## src/rtl/lbist_pkg.sv

```systemverilog
// -----------------------------------------------------------------------------
// lbist_pkg
// Shared types and constants for the logic-BIST controller:
//   - lbist_state_e       : controller FSM state encoding
//   - LBIST_W             : pattern / response / signature width
//   - LBIST_DEFAULT_POLY  : Galois feedback polynomial used by LFSR and MISR
//   - LBIST_DEFAULT_SEED  : non-zero LFSR start state
//   - galois_step()       : one shift of a Galois register, optionally
//                           folding in a data word (MISR compaction)
// -----------------------------------------------------------------------------
package lbist_pkg;

    localparam int unsigned LBIST_W = 32;

    localparam logic [LBIST_W-1:0] LBIST_DEFAULT_POLY = 32'h8020_0003;
    localparam logic [LBIST_W-1:0] LBIST_DEFAULT_SEED = 32'hACE1_2468;

    typedef enum logic [2:0] {
        IDLE    = 3'd0,
        INIT    = 3'd1,
        RUN     = 3'd2,
        COMPARE = 3'd3,
        DONE    = 3'd4
    } lbist_state_e;

    // Right shift with the polynomial folded back in when a 1 falls out of
    // bit 0; din = 0 gives a plain LFSR, din = response gives a MISR.
    function automatic logic [LBIST_W-1:0] galois_step(
        input logic [LBIST_W-1:0] state,
        input logic [LBIST_W-1:0] poly,
        input logic [LBIST_W-1:0] din
    );
        logic [LBIST_W-1:0] fb;
        if (state[0]) begin
            fb = poly;
        end else begin
            fb = {LBIST_W{1'b0}};
        end
        return {1'b0, state[LBIST_W-1:1]} ^ fb ^ din;
    endfunction

endpackage

```

## src/rtl/lbist_controller_if.sv

```systemverilog
// -----------------------------------------------------------------------------
// lbist_controller_if
// Bundles the BIST handshake and the core-under-test connection.
//   start_i      : BIST request level (from test flow)
//   resp_i       : core response word
//   pattern_o    : LFSR pattern applied to the core
//   test_mode_o  : core input mux select, 1 = BIST patterns
//   core_rst_no  : core reset request, active-low
//   done_o       : run finished
//   go_nogo_o    : 1 = signature matched
//   signature_o  : current MISR state (debug)
// master = test flow / core side, slave = controller side.
// -----------------------------------------------------------------------------
interface lbist_controller_if;
    import lbist_pkg::*;

    logic               start_i;
    logic [LBIST_W-1:0] resp_i;
    logic [LBIST_W-1:0] pattern_o;
    logic               test_mode_o;
    logic               core_rst_no;
    logic               done_o;
    logic               go_nogo_o;
    logic [LBIST_W-1:0] signature_o;

    modport master (
        output start_i, resp_i,
        input  pattern_o, test_mode_o, core_rst_no, done_o, go_nogo_o, signature_o
    );

    modport slave (
        input  start_i, resp_i,
        output pattern_o, test_mode_o, core_rst_no, done_o, go_nogo_o, signature_o
    );

endinterface

```

## src/rtl/lbist_lfsr_step.sv

```systemverilog
// -----------------------------------------------------------------------------
// lbist_lfsr_step
// Combinational next-state of a Galois shift register.
//   state_i : current register value
//   poly_i  : feedback polynomial
//   din_i   : word XORed into the shifted value (0 for a pure LFSR)
//   next_o  : next register value
// -----------------------------------------------------------------------------
module lbist_lfsr_step
    import lbist_pkg::*;
(
    input  logic [LBIST_W-1:0] state_i,
    input  logic [LBIST_W-1:0] poly_i,
    input  logic [LBIST_W-1:0] din_i,
    output logic [LBIST_W-1:0] next_o
);

    assign next_o = galois_step(state_i, poly_i, din_i);

endmodule

```

## src/rtl/lbist_controller.sv

```systemverilog
// -----------------------------------------------------------------------------
// lbist_controller
// Logic-BIST controller: on a rising edge of start it puts the core into test
// mode, applies N_PATTERNS LFSR patterns, compacts the responses (arriving
// RESP_LATENCY cycles later) into a MISR and compares the final signature
// against GOLDEN_SIG. done/go_nogo hold until the next run or reset.
// Ports:
//   clk_i  : clock
//   rst_ni : asynchronous active-low reset
//   bus    : lbist_controller_if.slave (handshake + core connection)
// -----------------------------------------------------------------------------
module lbist_controller
    import lbist_pkg::*;
#(
    parameter int unsigned        N_PATTERNS   = 1024,
    parameter int unsigned        RESP_LATENCY = 2,
    parameter logic [LBIST_W-1:0] LFSR_SEED    = LBIST_DEFAULT_SEED,
    parameter logic [LBIST_W-1:0] POLY         = LBIST_DEFAULT_POLY,
    parameter logic [LBIST_W-1:0] GOLDEN_SIG   = 32'h0000_0000
) (
    input  logic                  clk_i,
    input  logic                  rst_ni,
    lbist_controller_if.slave     bus
);

    // RUN lasts long enough for the last pattern's response to come back.
    localparam int unsigned RUN_LEN = N_PATTERNS + RESP_LATENCY;
    localparam int unsigned CNT_W   = $clog2(RUN_LEN + 1);

    localparam logic [CNT_W-1:0] CNT_LAST = CNT_W'(RUN_LEN - 1);
    localparam logic [CNT_W-1:0] CNT_LAT  = CNT_W'(RESP_LATENCY);
    localparam logic [CNT_W-1:0] CNT_ONE  = CNT_W'(1);

    lbist_state_e       state_q;
    logic               start_q;
    logic [LBIST_W-1:0] lfsr_q;
    logic [LBIST_W-1:0] lfsr_d;
    logic [LBIST_W-1:0] misr_q;
    logic [LBIST_W-1:0] misr_d;
    logic [CNT_W-1:0]   cnt_q;
    logic               test_mode_q;
    logic               core_rst_n_q;
    logic               done_q;
    logic               go_nogo_q;

    lbist_lfsr_step u_lfsr_step (
        .state_i (lfsr_q),
        .poly_i  (POLY),
        .din_i   ({LBIST_W{1'b0}}),
        .next_o  (lfsr_d)
    );

    lbist_lfsr_step u_misr_step (
        .state_i (misr_q),
        .poly_i  (POLY),
        .din_i   (bus.resp_i),
        .next_o  (misr_d)
    );

    // Controller FSM with registered outputs, LFSR/MISR/counter updates.
    // Output registers are set on the transition into each state so that
    // they always reflect the registered state, never start_i or resp_i.
    always_ff @(posedge clk_i or negedge rst_ni) begin
        if (!rst_ni) begin
            state_q      <= IDLE;
            start_q      <= 1'b0;
            lfsr_q       <= LFSR_SEED;
            misr_q       <= {LBIST_W{1'b0}};
            cnt_q        <= {CNT_W{1'b0}};
            test_mode_q  <= 1'b0;
            core_rst_n_q <= 1'b1;
            done_q       <= 1'b0;
            go_nogo_q    <= 1'b0;
        end else begin
            start_q <= bus.start_i;
            case (state_q)
                IDLE: begin
                    if (bus.start_i && !start_q) begin
                        state_q      <= INIT;
                        test_mode_q  <= 1'b1;
                        core_rst_n_q <= 1'b0;
                        done_q       <= 1'b0;
                        go_nogo_q    <= 1'b0;
                        misr_q       <= {LBIST_W{1'b0}};
                        cnt_q        <= {CNT_W{1'b0}};
                        lfsr_q       <= LFSR_SEED;
                    end else begin
                        state_q <= IDLE;
                    end
                end
                INIT: begin
                    if (!bus.start_i) begin
                        state_q      <= IDLE;
                        test_mode_q  <= 1'b0;
                        core_rst_n_q <= 1'b1;
                        done_q       <= 1'b0;
                        go_nogo_q    <= 1'b0;
                    end else begin
                        state_q      <= RUN;
                        core_rst_n_q <= 1'b1;
                    end
                end
                RUN: begin
                    if (!bus.start_i) begin
                        state_q      <= IDLE;
                        test_mode_q  <= 1'b0;
                        core_rst_n_q <= 1'b1;
                        done_q       <= 1'b0;
                        go_nogo_q    <= 1'b0;
                    end else begin
                        lfsr_q <= lfsr_d;
                        cnt_q  <= cnt_q + CNT_ONE;
                        // Responses only become meaningful once the pipeline
                        // to the core has filled.
                        if (cnt_q >= CNT_LAT) begin
                            misr_q <= misr_d;
                        end
                        if (cnt_q == CNT_LAST) begin
                            state_q      <= COMPARE;
                            core_rst_n_q <= 1'b0;
                        end
                    end
                end
                COMPARE: begin
                    state_q      <= DONE;
                    test_mode_q  <= 1'b0;
                    core_rst_n_q <= 1'b1;
                    done_q       <= 1'b1;
                    go_nogo_q    <= (misr_q == GOLDEN_SIG);
                end
                DONE: begin
                    if (!bus.start_i) begin
                        state_q <= IDLE;
                    end else begin
                        state_q <= DONE;
                    end
                end
                default: begin
                    state_q      <= IDLE;
                    test_mode_q  <= 1'b0;
                    core_rst_n_q <= 1'b1;
                    done_q       <= 1'b0;
                    go_nogo_q    <= 1'b0;
                end
            endcase
        end
    end

    assign bus.pattern_o   = lfsr_q;
    assign bus.signature_o = misr_q;
    assign bus.test_mode_o = test_mode_q;
    assign bus.core_rst_no = core_rst_n_q;
    assign bus.done_o      = done_q;
    assign bus.go_nogo_o   = go_nogo_q;

endmodule

```

## src/flat_wrapper.sv

```systemverilog
// flat-port wrapper written by rule: the top's interface ports become plain ports
module lbist_controller_flat import lbist_pkg::*;
#(
    parameter int unsigned        N_PATTERNS   = 1024,
    parameter int unsigned        RESP_LATENCY = 2,
    parameter logic [LBIST_W-1:0] LFSR_SEED    = LBIST_DEFAULT_SEED,
    parameter logic [LBIST_W-1:0] POLY         = LBIST_DEFAULT_POLY,
    parameter logic [LBIST_W-1:0] GOLDEN_SIG   = 32'h0000_0000
)
  (clk_i, rst_ni, bus_start_i, bus_resp_i, bus_pattern_o, bus_test_mode_o, bus_core_rst_no, bus_done_o, bus_go_nogo_o, bus_signature_o);
  lbist_controller_if bus_i ();
  input  logic clk_i;
  input  logic rst_ni;
  input wire logic [$bits(bus_i.start_i)-1:0] bus_start_i;
  input wire logic [$bits(bus_i.resp_i)-1:0] bus_resp_i;
  output wire logic [$bits(bus_i.pattern_o)-1:0] bus_pattern_o;
  output wire logic [$bits(bus_i.test_mode_o)-1:0] bus_test_mode_o;
  output wire logic [$bits(bus_i.core_rst_no)-1:0] bus_core_rst_no;
  output wire logic [$bits(bus_i.done_o)-1:0] bus_done_o;
  output wire logic [$bits(bus_i.go_nogo_o)-1:0] bus_go_nogo_o;
  output wire logic [$bits(bus_i.signature_o)-1:0] bus_signature_o;
  assign bus_i.start_i = bus_start_i;
  assign bus_i.resp_i = bus_resp_i;
  assign bus_pattern_o = bus_i.pattern_o;
  assign bus_test_mode_o = bus_i.test_mode_o;
  assign bus_core_rst_no = bus_i.core_rst_no;
  assign bus_done_o = bus_i.done_o;
  assign bus_go_nogo_o = bus_i.go_nogo_o;
  assign bus_signature_o = bus_i.signature_o;
  lbist_controller #(.N_PATTERNS(N_PATTERNS), .RESP_LATENCY(RESP_LATENCY), .LFSR_SEED(LFSR_SEED), .POLY(POLY), .GOLDEN_SIG(GOLDEN_SIG)) u_core (.clk_i(clk_i), .rst_ni(rst_ni), .bus(bus_i));
endmodule
```

## config.mk

```make
export PLATFORM = sky130hd
export DESIGN_NAME = lbist_controller_flat
export DESIGN_NICKNAME = d
export VERILOG_FILES = /design/src/rtl/lbist_pkg.sv /design/src/rtl/lbist_controller_if.sv /design/src/rtl/lbist_lfsr_step.sv /design/src/rtl/lbist_controller.sv /design/src/flat_wrapper.sv
export SDC_FILE = /design/constraint.sdc
export NUM_CORES = 1
export LEC_CHECK = 0
export ABC_AREA = 1
export CORE_ASPECT_RATIO = 2
export CORE_UTILIZATION = 45
export DETAILED_ROUTE_END_ITERATION = 10
export PLACE_DENSITY = 0.81
export SLEW_MARGIN = 25
export SYNTH_ARGS = -nofsm -noshare
export SYNTH_HDL_FRONTEND = slang
export SYNTH_SLANG_ARGS = --single-unit
export TNS_END_PERCENT = 100
```

## constraint.sdc

```tcl
create_clock -name clk_i -period 1.8 [get_ports clk_i]
set_input_delay 0.36 -clock clk_i [delete_from_list [all_inputs] [get_ports clk_i]]
set_output_delay 0.36 -clock clk_i [all_outputs]
set_load 0.01 [all_outputs]
```

==> metrics.txt, run 1 <==
status=completed; DP HPWL=7.881 mm; kind of critical path=flop to output pin; Critical Path AT=1.41 ns; RSZ-0062 raised after global routing=false; clock power share=20.1%; CP Cell Sequence=clkdlybuf4s50_1; H-tree levels=3; Fin Clk Skew=0.006457 ns; Buf+Inv Stages, Crit Path=1; Worst path top cell family by delay=flip-flops; maximum vdd drop=0.8497 mV; synth warn=0; drt pass-1 iters=4; flops & latches, synth=83; Die Wd=70.46 µm; Synth Instances=518; Place WS=-0.04689 ns; fin crit period=1.775 ns; number of synthesized flops with an enable pin=0; GRT Resource Usage Total=23.36%; Top Layer Used=met4; Worst-path clk slew=0.06 ns; Finished Layout Cells=733; pwr/cell area=approximately 1500 nW/µm²; max_cap viols=0; Max Slew Vio Count=0; Critical Path RT=1.44 ns; DIE AREA=9787 µm²; # rows=49; Final Setup Violations=0; leakage=0.002695 µW; I/O pins=103; Max Freq=563.5 MHz; ys async rst share=100.0%; Ant. Diodes=0; sw frac=38.68%; First DRT Iteration DRCs=202; Critical Path Max Stage Delay=0.54 ns; P_int=5226 µW; vias in the first global route=3912; DR WL met3=between 400 and 500 µm; Design Area, Final=5705 µm²; Comb pwr share=43.2%; ratio of cells with drive above 1 in the final layout=9.509%; Port Buffers=around 100; most common cell after layout, fill and taps aside=nand2_1; vias per std cell=around 5.3; dpl cell area=5396 µm²; clk sinks=83; Avg Cell Area, Syn=8.142 µm²; Initial Utilization=~47%; Met2 Wirelength=about 6 mm; drt drc=0; Tcrit/Tclk final=98.59%; Placed Cells=~700; worst skew pair latency=0.34 ns; sequential-to-total area share from yosys stat=49.66%; Crit Path Max Fanout=3; Clock Path Buffers=2; commonest cells after routing, fill and taps aside=131 x nand2_1, 91 x clkdlybuf4s50_1, 82 x nor2_1; placer congestion estimate=between 0.8 and 0.9; largest net degree at the start of global routing=35; CP max-delay cell=dfstp_2; Die Ht=138.9 µm; initial antenna violation count=0; antenna viol nets, final=0; M1 wire length=4.222 mm; CTS tree=yes; Area growth, synth to finish=35.27%; net count of the mapped netlist=about 560; Routed wire per std cell=14.98 µm; Main synth FF type=dfrtp_1; Final Worst Setup Slack=0.02539 ns; Post-Syn Area=between 4000 and 5000 µm²; crit end category=output pin; CTS Buf Count=9; max_slew headroom=73.89%; hold violation total from the final report=0; WHS=0.4724 ns; worst hold-check path type=flop to flop; # Post-CTS Setup Buffers=0; core area=9012 µm²; vias=3882; total gr overflow=0; Slew @ Worst Pin=0.3906 ns; Routed WL=10.98 mm; Cell variety after synth=33; Net count, final=665; final-layout fill cell count=759; CP startpoint kind=flop; global-route wire length before repair=18.22 mm; net switching power=3296 µW; Root Buffer=clkbuf_16; Reg power frac=36.7%
-- cell type report --
class                   instances  area [µm²]  area share [%]
clock buffers                   9       225.2           3.947
clock inverters                 7       52.55          0.9211
inverters                      38       142.6           2.500
multi-input cells             373        1833           32.13
flip-flops and latches         83        2096           36.73
well taps                     102       127.6           2.237
repair buffers                121        1229           21.54
-- path summary, 6_finish.rpt --
check | from | end | slack [ns] | cells past startpoint
worst max-delay path | u_core.bus.pattern_o[16] | bus_pattern_o[16] | 0.03 | 1
worst min-delay path | u_core.bus.test_mode_o | u_core.bus.test_mode_o | 0.47 | 2
worst max register to register | u_core.cnt_q[0] | u_core.bus.signature_o[31] | 0.09 | 8
worst min register to register | u_core.bus.test_mode_o | u_core.bus.test_mode_o | 0.47 | 2
max in group asynchronous | rst_ni | u_core.bus.pattern_o[23] | 0.74 | 3
min in group asynchronous | rst_ni | u_core.bus.signature_o[16] | 0.49 | 2
-- registers in the layout, indices dropped and copies added, names as in the netlist --
signal,flops
u_core.bus.go_nogo_o,1
u_core.state_q,3
u_core.bus.test_mode_o,1
u_core.cnt_q,11
u_core.bus.done_o,1
u_core.bus.core_rst_no,1
u_core.start_q,1
u_core.bus.signature_o,32
u_core.bus.pattern_o,32
-- cell families (layout without fill, tap and decap cells) --
kind of cell,after synthesis,count (layout),share of synthesized area [%]
compound gates,38,38,5.014
xor+xnor,32,32,6.645
fa+ha+maj,4,4,1.187
buf+inv,62,175,7.298
flops,83,83,49.66
simple gates,299,299,30.20
-- power by group through the flow --
stage / logic (µW) / registers, µW / clock network, µW
global placement: 3620 / 3110 / 0
global route: 4020 / 3200 / 1820
finish: 3680 / 3130 / 1720
CTS: 3680 / 3120 / 1740
detailed placement: 3690 / 3140 / 0
floorplan: 1870 / 3220 / 0
-- cell usage after synthesis (4+ instances only) --
library cell  number  area (µm²)
dfrtp_1           69        1727
nand4_1            9       56.30
nor2_1            82       307.8
buf_2              9       45.04
nand3_1           66       330.3
ha_1               4       50.05
buf_4              5       37.54
inv_1             36       135.1
o21ai_0           13       65.06
buf_6              6       67.56
nand2_1          131       491.7
xnor2_1           32       280.3
a21oi_1           16       80.08
dfstp_2           14       367.9
-- stage by stage --
step | util [%] | setup TNS, ns | power [µW]
after floorplan | - | 0 | 5091
after global placement | 59.88 | 0 | 6736
after detailed placement | 59.88 | -0.7231 | 6827
after CTS | 62.97 | 0 | 8533
after global routing | 63.31 | 0 | 9040
final | 63.31 | 0 | 8522
-- timing repair --
action                     4_1_cts  5_1_grt
resized for setup                7        7
hold endpoints to repair        22        0
hold buffers                     1        0
setup endpoints to repair        7       16
-- routing by layer --
layer / GRT usage, % / vias to the layer above
met5: 0 / -
met4: 11.89 / 0
met2: 41.55 / 115
met3: 3.488 / 26
li1: - / 1859
met1: 26.40 / 1882
Note: power is estimated with default switching activity, not from simulation.
==> inputs of run 2 (changes only) <==
- ABC_AREA: 1 -> 0
==> run 2 against run 1 <==
The run now ends with setup timing left. Cell area rose by 3.2%. Clock-buffer cell count rose by 3. Core utilization rose by 4.3 points. Sequential share of layout area fell by 1.1 points. Synthesized area fell by 3.4%. Global-route usage rose by 0.28 points. Power fell by 16%. Routed wire length fell by 3.1%. Cell count fell by 18%. Sequential cell count did not move. Critical path type is now flop to flop. Critical endpoint is now u_core.bus.signature_o[21]. Largest power group is now sequential cells.
==> metrics.txt, run 2 <==
Port Buffers=102 (unchanged); Crit Path Max Fanout=11 (+8); antenna viol nets, final=0 (unchanged); initial antenna violation count=0 (unchanged); Placed Cells=581 (-19%); most common cell after layout, fill and taps aside=clkdlybuf4s50_1; RR Startpoint=u_core.cnt_q[0]; Final Setup Violations=27 (+27); Synth Area in Simple Gates=18.00% (-12 points); Initial Utilization=46.78% (about the same); adder-cell area share of the yosys netlist=1.474% (+0.29 points); Ant. Diodes=0 (unchanged); ratio of cells with drive above 1 in the final layout=22.80% (+13 points); Place WS=-0.2422 ns (-0.1953 ns); synth warn=0 (unchanged); Critical Path AT=2.08 ns (+0.67 ns); largest net degree at the start of global routing=33 (-5.7%); Worst-path clk slew=0.06 ns (about the same); setup TNS=-1.049 ns (-1.049 ns); area leader, netlist=dfrtp_1; First DRT Iteration DRCs=147 (-27%); pwr/cell area=1215 nW/µm² (-19%); clk sinks=83 (unchanged); vias per std cell=5.455 (+3.0%); H-tree levels=3 (unchanged); R2R Setup Slk=-0.05 ns (-0.14 ns); mux share of post-synthesis cell area=11.36% (+11 points); vias in the first global route=3490 (-11%); RSZ-0062 raised after global routing=true; leakage=0.002688 µW (-0.26%); top-count cell post-synth=dfrtp_1; crit end category=flop; DP HPWL=7.315 mm (-7.2%); Die Wd=69.28 µm (-1.7%); WHS=0.4880 ns (+0.01562 ns); top post-synthesis cells by count=69 x dfrtp_1, 42 x nand2_1, 42 x nor2_1; Finished Layout Cells=600 (-18%); Critical Path RT=2.03 ns (+0.59 ns); CTS Buf Count=9 (unchanged); drt pass-1 iters=4 (unchanged); worst skew pair latency=0.34 ns (about the same); Routed WL=10.64 mm (-3.1%); flops & latches, synth=83 (unchanged); Area growth, synth to finish=44.50%; Die Ht=136.6 µm (-1.7%); largest family of logic cells by synthesized area=simple AND/OR/NAND/NOR gates; CTS tree=yes; Clock Path Buffers=2 (unchanged); Final Worst Setup Slack=-0.05367 ns (-0.07905 ns); CP startpoint kind=flop; fin crit period=1.854 ns (+0.07905 ns); GRT Resource Usage Total=23.64% (+0.28 points); Cell variety after synth=43 (+30%); total gr overflow=0 (unchanged); core area=8708 µm² (-3.4%); max_cap viols=0 (unchanged); Post-Syn Area=4074 µm² (-3.4%); drt drc=0 (unchanged); DIE AREA=9461 µm² (-3.3%); kind of critical path=flop to flop; maximum vdd drop=0.7246 mV (-15%); hold violation total from the final report=0 (unchanged); Synth Instances=360 (-31%); global-route wire length before repair=17.02 mm (-6.6%); net count of the mapped netlist=399 (-28%); status=finished with violations; I/O pins=103 (unchanged); failing checks=setup timing; Max Freq=539.5 MHz (-4.3%); Synth top area share=42.38% (+1.4 points); Avg Cell Area, Syn=11.32 µm² (+39%); # rows=48 (-2.0%); Fin Clk Skew=0.005424 ns (-0.001033 ns); reg2reg end=u_core.bus.signature_o[21]; Routed wire per std cell=17.73 µm (+18%); ys async rst share=100.0% (unchanged); Net count, final=534 (-20%); Synth Area in Compound Gates=5.252% (+0.24 points); Slew @ Worst Pin=0.5170 ns (+0.1264 ns); sequential-to-total area share from yosys stat=51.41% (+1.8 points); commonest cells after routing, fill and taps aside=89 x clkdlybuf4s50_1, 68 x dfrtp_1, 42 x nor2_1, 42 x nand2_1, 38 x xnor2_1; number of synthesized flops with an enable pin=0 (unchanged); Root Buffer=clkbuf_16; vias=3273 (-16%); path depth of the worst reg2reg path=7 (-1); Max Slew Vio Count=0 (unchanged); max_slew headroom=65.21% (-8.7 points); final-layout fill cell count=608 (-20%); worst hold-check path type=input port to async pin; placer congestion estimate=0.8443 (+0.46%); xor/xnor cell area share of the yosys netlist=9.459% (+2.8 points); Tcrit/Tclk final=103.0% (+4.4 points); synth top area cells=dfrtp_1 42%, mux2_4 10%, dfstp_2 9.0%, xnor2_1 8.2%, nand2_1 3.9%; Main synth FF type=dfrtp_1
run 2: logic make-up after synthesis:
kind of cell             Yosys count
AND/OR/NAND/NOR                  145
buffers and inverters             23
flip-flops                        83
AO/OA/AOI/OAI                     28
XOR/XNOR                          44
adder cells (fa/ha/maj)            5
multiplexers                      32
run 2: worst max-delay path by stage:
stage	startpoint	end	slack (ns)	depth (start not counted)
floorplan	u_core.cnt_q[0]	u_core.bus.signature_o[10]	0.04	7
global placement	bus_start_i	u_core.bus.signature_o[26]	-0.25	6
detailed placement	bus_start_i	u_core.bus.signature_o[10]	-0.24	6
CTS	u_core.cnt_q[0]	u_core.bus.signature_o[2]	-0.05	7
global route	u_core.cnt_q[0]	u_core.bus.signature_o[15]	-0.1	7
finish	u_core.cnt_q[0]	u_core.bus.signature_o[21]	-0.05	7
run 2: final cells by class:
class | count | area [µm²] | area share, %
Tap cell | 100 | 125.1 | 2.125
Sequential cell | 83 | 2096 | 35.60
Timing Repair Buffer | 143 | 1418 | 24.08
Clock inverter | 4 | 98.84 | 1.679
Multi-Input combinational cell | 254 | 1888 | 32.07
Inverter | 4 | 15.01 | 0.2550
Clock buffer | 12 | 246.5 | 4.187
run 2: stage by stage:
stage | total power (µW) | utilization [%] | instance area, µm²
finish | 7154 | 67.60 | 5887
global route | 7457 | 67.60 | 5887
CTS | 7183 | 67.17 | 5849
detailed placement | 4973 | 62.51 | 5444
global placement | 4900 | 62.51 | 5444
floorplan | 3788 | - | 4074
run 2: power by group:
part / internal, µW / switching (µW)
sequential: 2290 / 383
combinational: 1330 / 1010
clock: 1400 / 749
run 2: routing by layer:
layer | GRT usage (%) | wire length (µm)
met2 | 44.66 | 6101
met3 | 4.345 | 427
met5 | 0 | 0
met4 | 13.95 | 393
met1 | 23.65 | 3717
run 2: worst max-delay path: stages, from the launching register on:
cell and delay (ns):
dfrtp_1 0.36, inv_1 0.06, ha_2 0.18, nor4b_2 0.28, nand3_1 0.19, nand2_4 0.19
buf_12 0.17, mux2_4 0.31
run 2: repair_timing:
| action | CTS | global route |
|---|---|---|
| buffers inserted | 2 | 0 |
| gates resized for setup | 12 | 12 |
| gates cloned | 1 | 0 |
| setup endpoints to repair | 38 | 41 |
| hold endpoints to repair | 21 | 0 |
| pin swaps | 3 | 0 |
| hold buffers | 1 | 0 |
==> inputs of run 3 (changes only) <==
- PLACE_DENSITY: 0.81 -> 0.74
- clock period: 1.8 -> 1.88 ns (I/O delays scaled with it)
==> run 3 against run 2 <==
The run still ends with setup timing left. First-iteration DRC count grew 20%. Non-clock buffer count shrank 6. Register-to-register slack improved by 0.04 ns. Highest routed layer unchanged. Hold slack worse by 0.0025 ns.
==> metrics.txt, run 3 (synthesized netlist as in run 2, its figures left out) <==
core area=8708 µm² (unchanged); CTS Buf Count=9 (unchanged); Port Buffers=102 (unchanged); GRT Resource Usage Total=21.52% (-2.1 points); hold violation total from the final report=0 (unchanged); placer congestion estimate=0.8155 (-3.4%); largest net degree at the start of global routing=39 (+18%); vias=3178 (-2.9%); H-tree levels=3 (unchanged); Fin Clk Skew=0.007765 ns (+0.002341 ns); total gr overflow=0 (unchanged); Final Worst Setup Slack=-0.01102 ns (+0.04265 ns); kind of critical path=flop to flop; Critical Path AT=2.11 ns (+0.03 ns); Area growth, synth to finish=43.06%; setup TNS=-0.06562 ns (+0.9835 ns); ratio of cells with drive above 1 in the final layout=21.86% (-0.94 points); vias per std cell=5.350 (-1.9%); drt pass-1 iters=5 (+1); failing checks=setup timing; # rows=48 (unchanged); clk sinks=83 (unchanged); Final Util=66.93% (-0.68 points); Crit Path Max Fanout=6 (-5); Die Wd=69.28 µm (unchanged); most common cell after layout, fill and taps aside=clkdlybuf4s50_1; DP HPWL=7.161 mm (-2.1%); Routed WL=10.19 mm (-4.2%); drt drc=0 (unchanged); vias in the first global route=3269 (-6.3%); dpl cell area=5379 µm² (-1.2%); worst skew pair latency=0.34 ns (about the same); I/O pins=103 (unchanged); max_cap viols=0 (unchanged); Placed Cells=574 (-1.2%); Slew @ Worst Pin=0.4757 ns (-0.04127 ns); Place WS=-0.2100 ns (+0.03219 ns); status=finished with violations; antenna viol nets, final=0 (unchanged); # Post-CTS Setup Buffers=0 (-2); CP startpoint kind=flop; CTS tree=yes; First DRT Iteration DRCs=176 (+20%); maximum vdd drop=0.6027 mV (-17%); Max Freq=528.8 MHz (-2.0%); Root Buffer=clkbuf_16; commonest cells after routing, fill and taps aside=101 x clkdlybuf4s50_1, 69 x dfrtp_1, 42 x nor2_1, 42 x nand2_1, 38 x xnor2_1; Net count, final=528 (-1.1%); Die Ht=136.6 µm (unchanged); pwr/cell area=1130 nW/µm² (-7.0%); Critical Path RT=2.10 ns (+0.07 ns); fin crit period=1.891 ns (+0.03735 ns); Routed wire per std cell=17.15 µm (-3.3%); Finished Layout Cells=594 (-1.0%); Max Slew Vio Count=0 (unchanged); Design Area, Final=5828 µm² (-1.0%); Ant. Diodes=0 (unchanged); Final Setup Violations=10 (-63%); max_slew headroom=67.99% (+2.8 points); worst hold-check path type=input port to async pin; Tcrit/Tclk final=100.6% (-2.4 points); initial antenna violation count=0 (unchanged); leakage=0.002639 µW (-1.8%); Initial Utilization=46.78% (unchanged); DIE AREA=9461 µm² (unchanged); Worst-path clk slew=0.06 ns (about the same); crit end category=flop; RSZ-0062 raised after global routing=true; Clock Path Buffers=2 (unchanged); global-route wire length before repair=15.74 mm (-7.5%)
[run 3: per-stage QoR]
stage	hold WS, ns	power, µW
floorplan	0.08041	3627
global placement	0.3098	4659
detailed placement	0.3213	4720
CTS	0.4885	6522
global route	0.5044	6885
finish	0.4856	6588
[run 3: critical path, cell delays in order, from the launching register on]
cell and delay (ns):
dfrtp_1 0.42, ha_4 0.19, nor4b_4 0.29, nand3_2 0.16, nand2_4 0.20, clkbuf_16 0.19, mux2_4 0.30
[run 3: cell type report]
| class | instances | area [µm²] |
|---|---|---|
| Inverter | 4 | 15.01 |
| Fill cell | 654 | 2880 |
| Sequential cell | 83 | 2095 |
| Tap cell | 100 | 125.1 |
| Timing Repair Buffer | 137 | 1371 |
| Multi-Input combinational cell | 254 | 1917 |
| Clock inverter | 5 | 62.56 |
| Clock buffer | 11 | 242.7 |
[run 3: repair_timing]
item | in CTS | in global routing
hold endpoints to repair | 18 | 0
cloned | 0 | 3
endpoints found under the setup margin | 32 | 25
resized for setup | 4 | 9
pin swaps | 1 | 3
hold buffers | 1 | 0
[run 3: path summary, 6_finish.rpt]
kind                              startpoint                    endpoint  slack (ns)  depth (start not counted)
min in group clk_i         u_core.bus.done_o           u_core.bus.done_o        0.49                          1
max reg2reg                  u_core.cnt_q[1]  u_core.bus.signature_o[17]       -0.01                          6
max in group asynchronous             rst_ni    u_core.bus.pattern_o[27]        0.75                          3
min reg2reg                u_core.bus.done_o           u_core.bus.done_o        0.49                          1
max                          u_core.cnt_q[1]  u_core.bus.signature_o[17]       -0.01                          6
min                                   rst_ni  u_core.bus.signature_o[30]        0.49                          2
[run 3: metal layers]
metal / track usage [%] / vias up / wire length, µm
li1: - / 1496 / -
met3: 3.093 / 10 / 329
met2: 41.96 / 86 / 6092
met1: 22.14 / 1586 / 3607
met4: 9.864 / 0 / 159
met5: 0 / - / 0
[run 3: report_power, final]
group	switching, µW	internal, µW	leakage [µW]
Combinational	938	1320	0.00140
Sequential	364	2190	0.00109
Clock	709	1070	0.000142
Total	2010	4580	0.00264
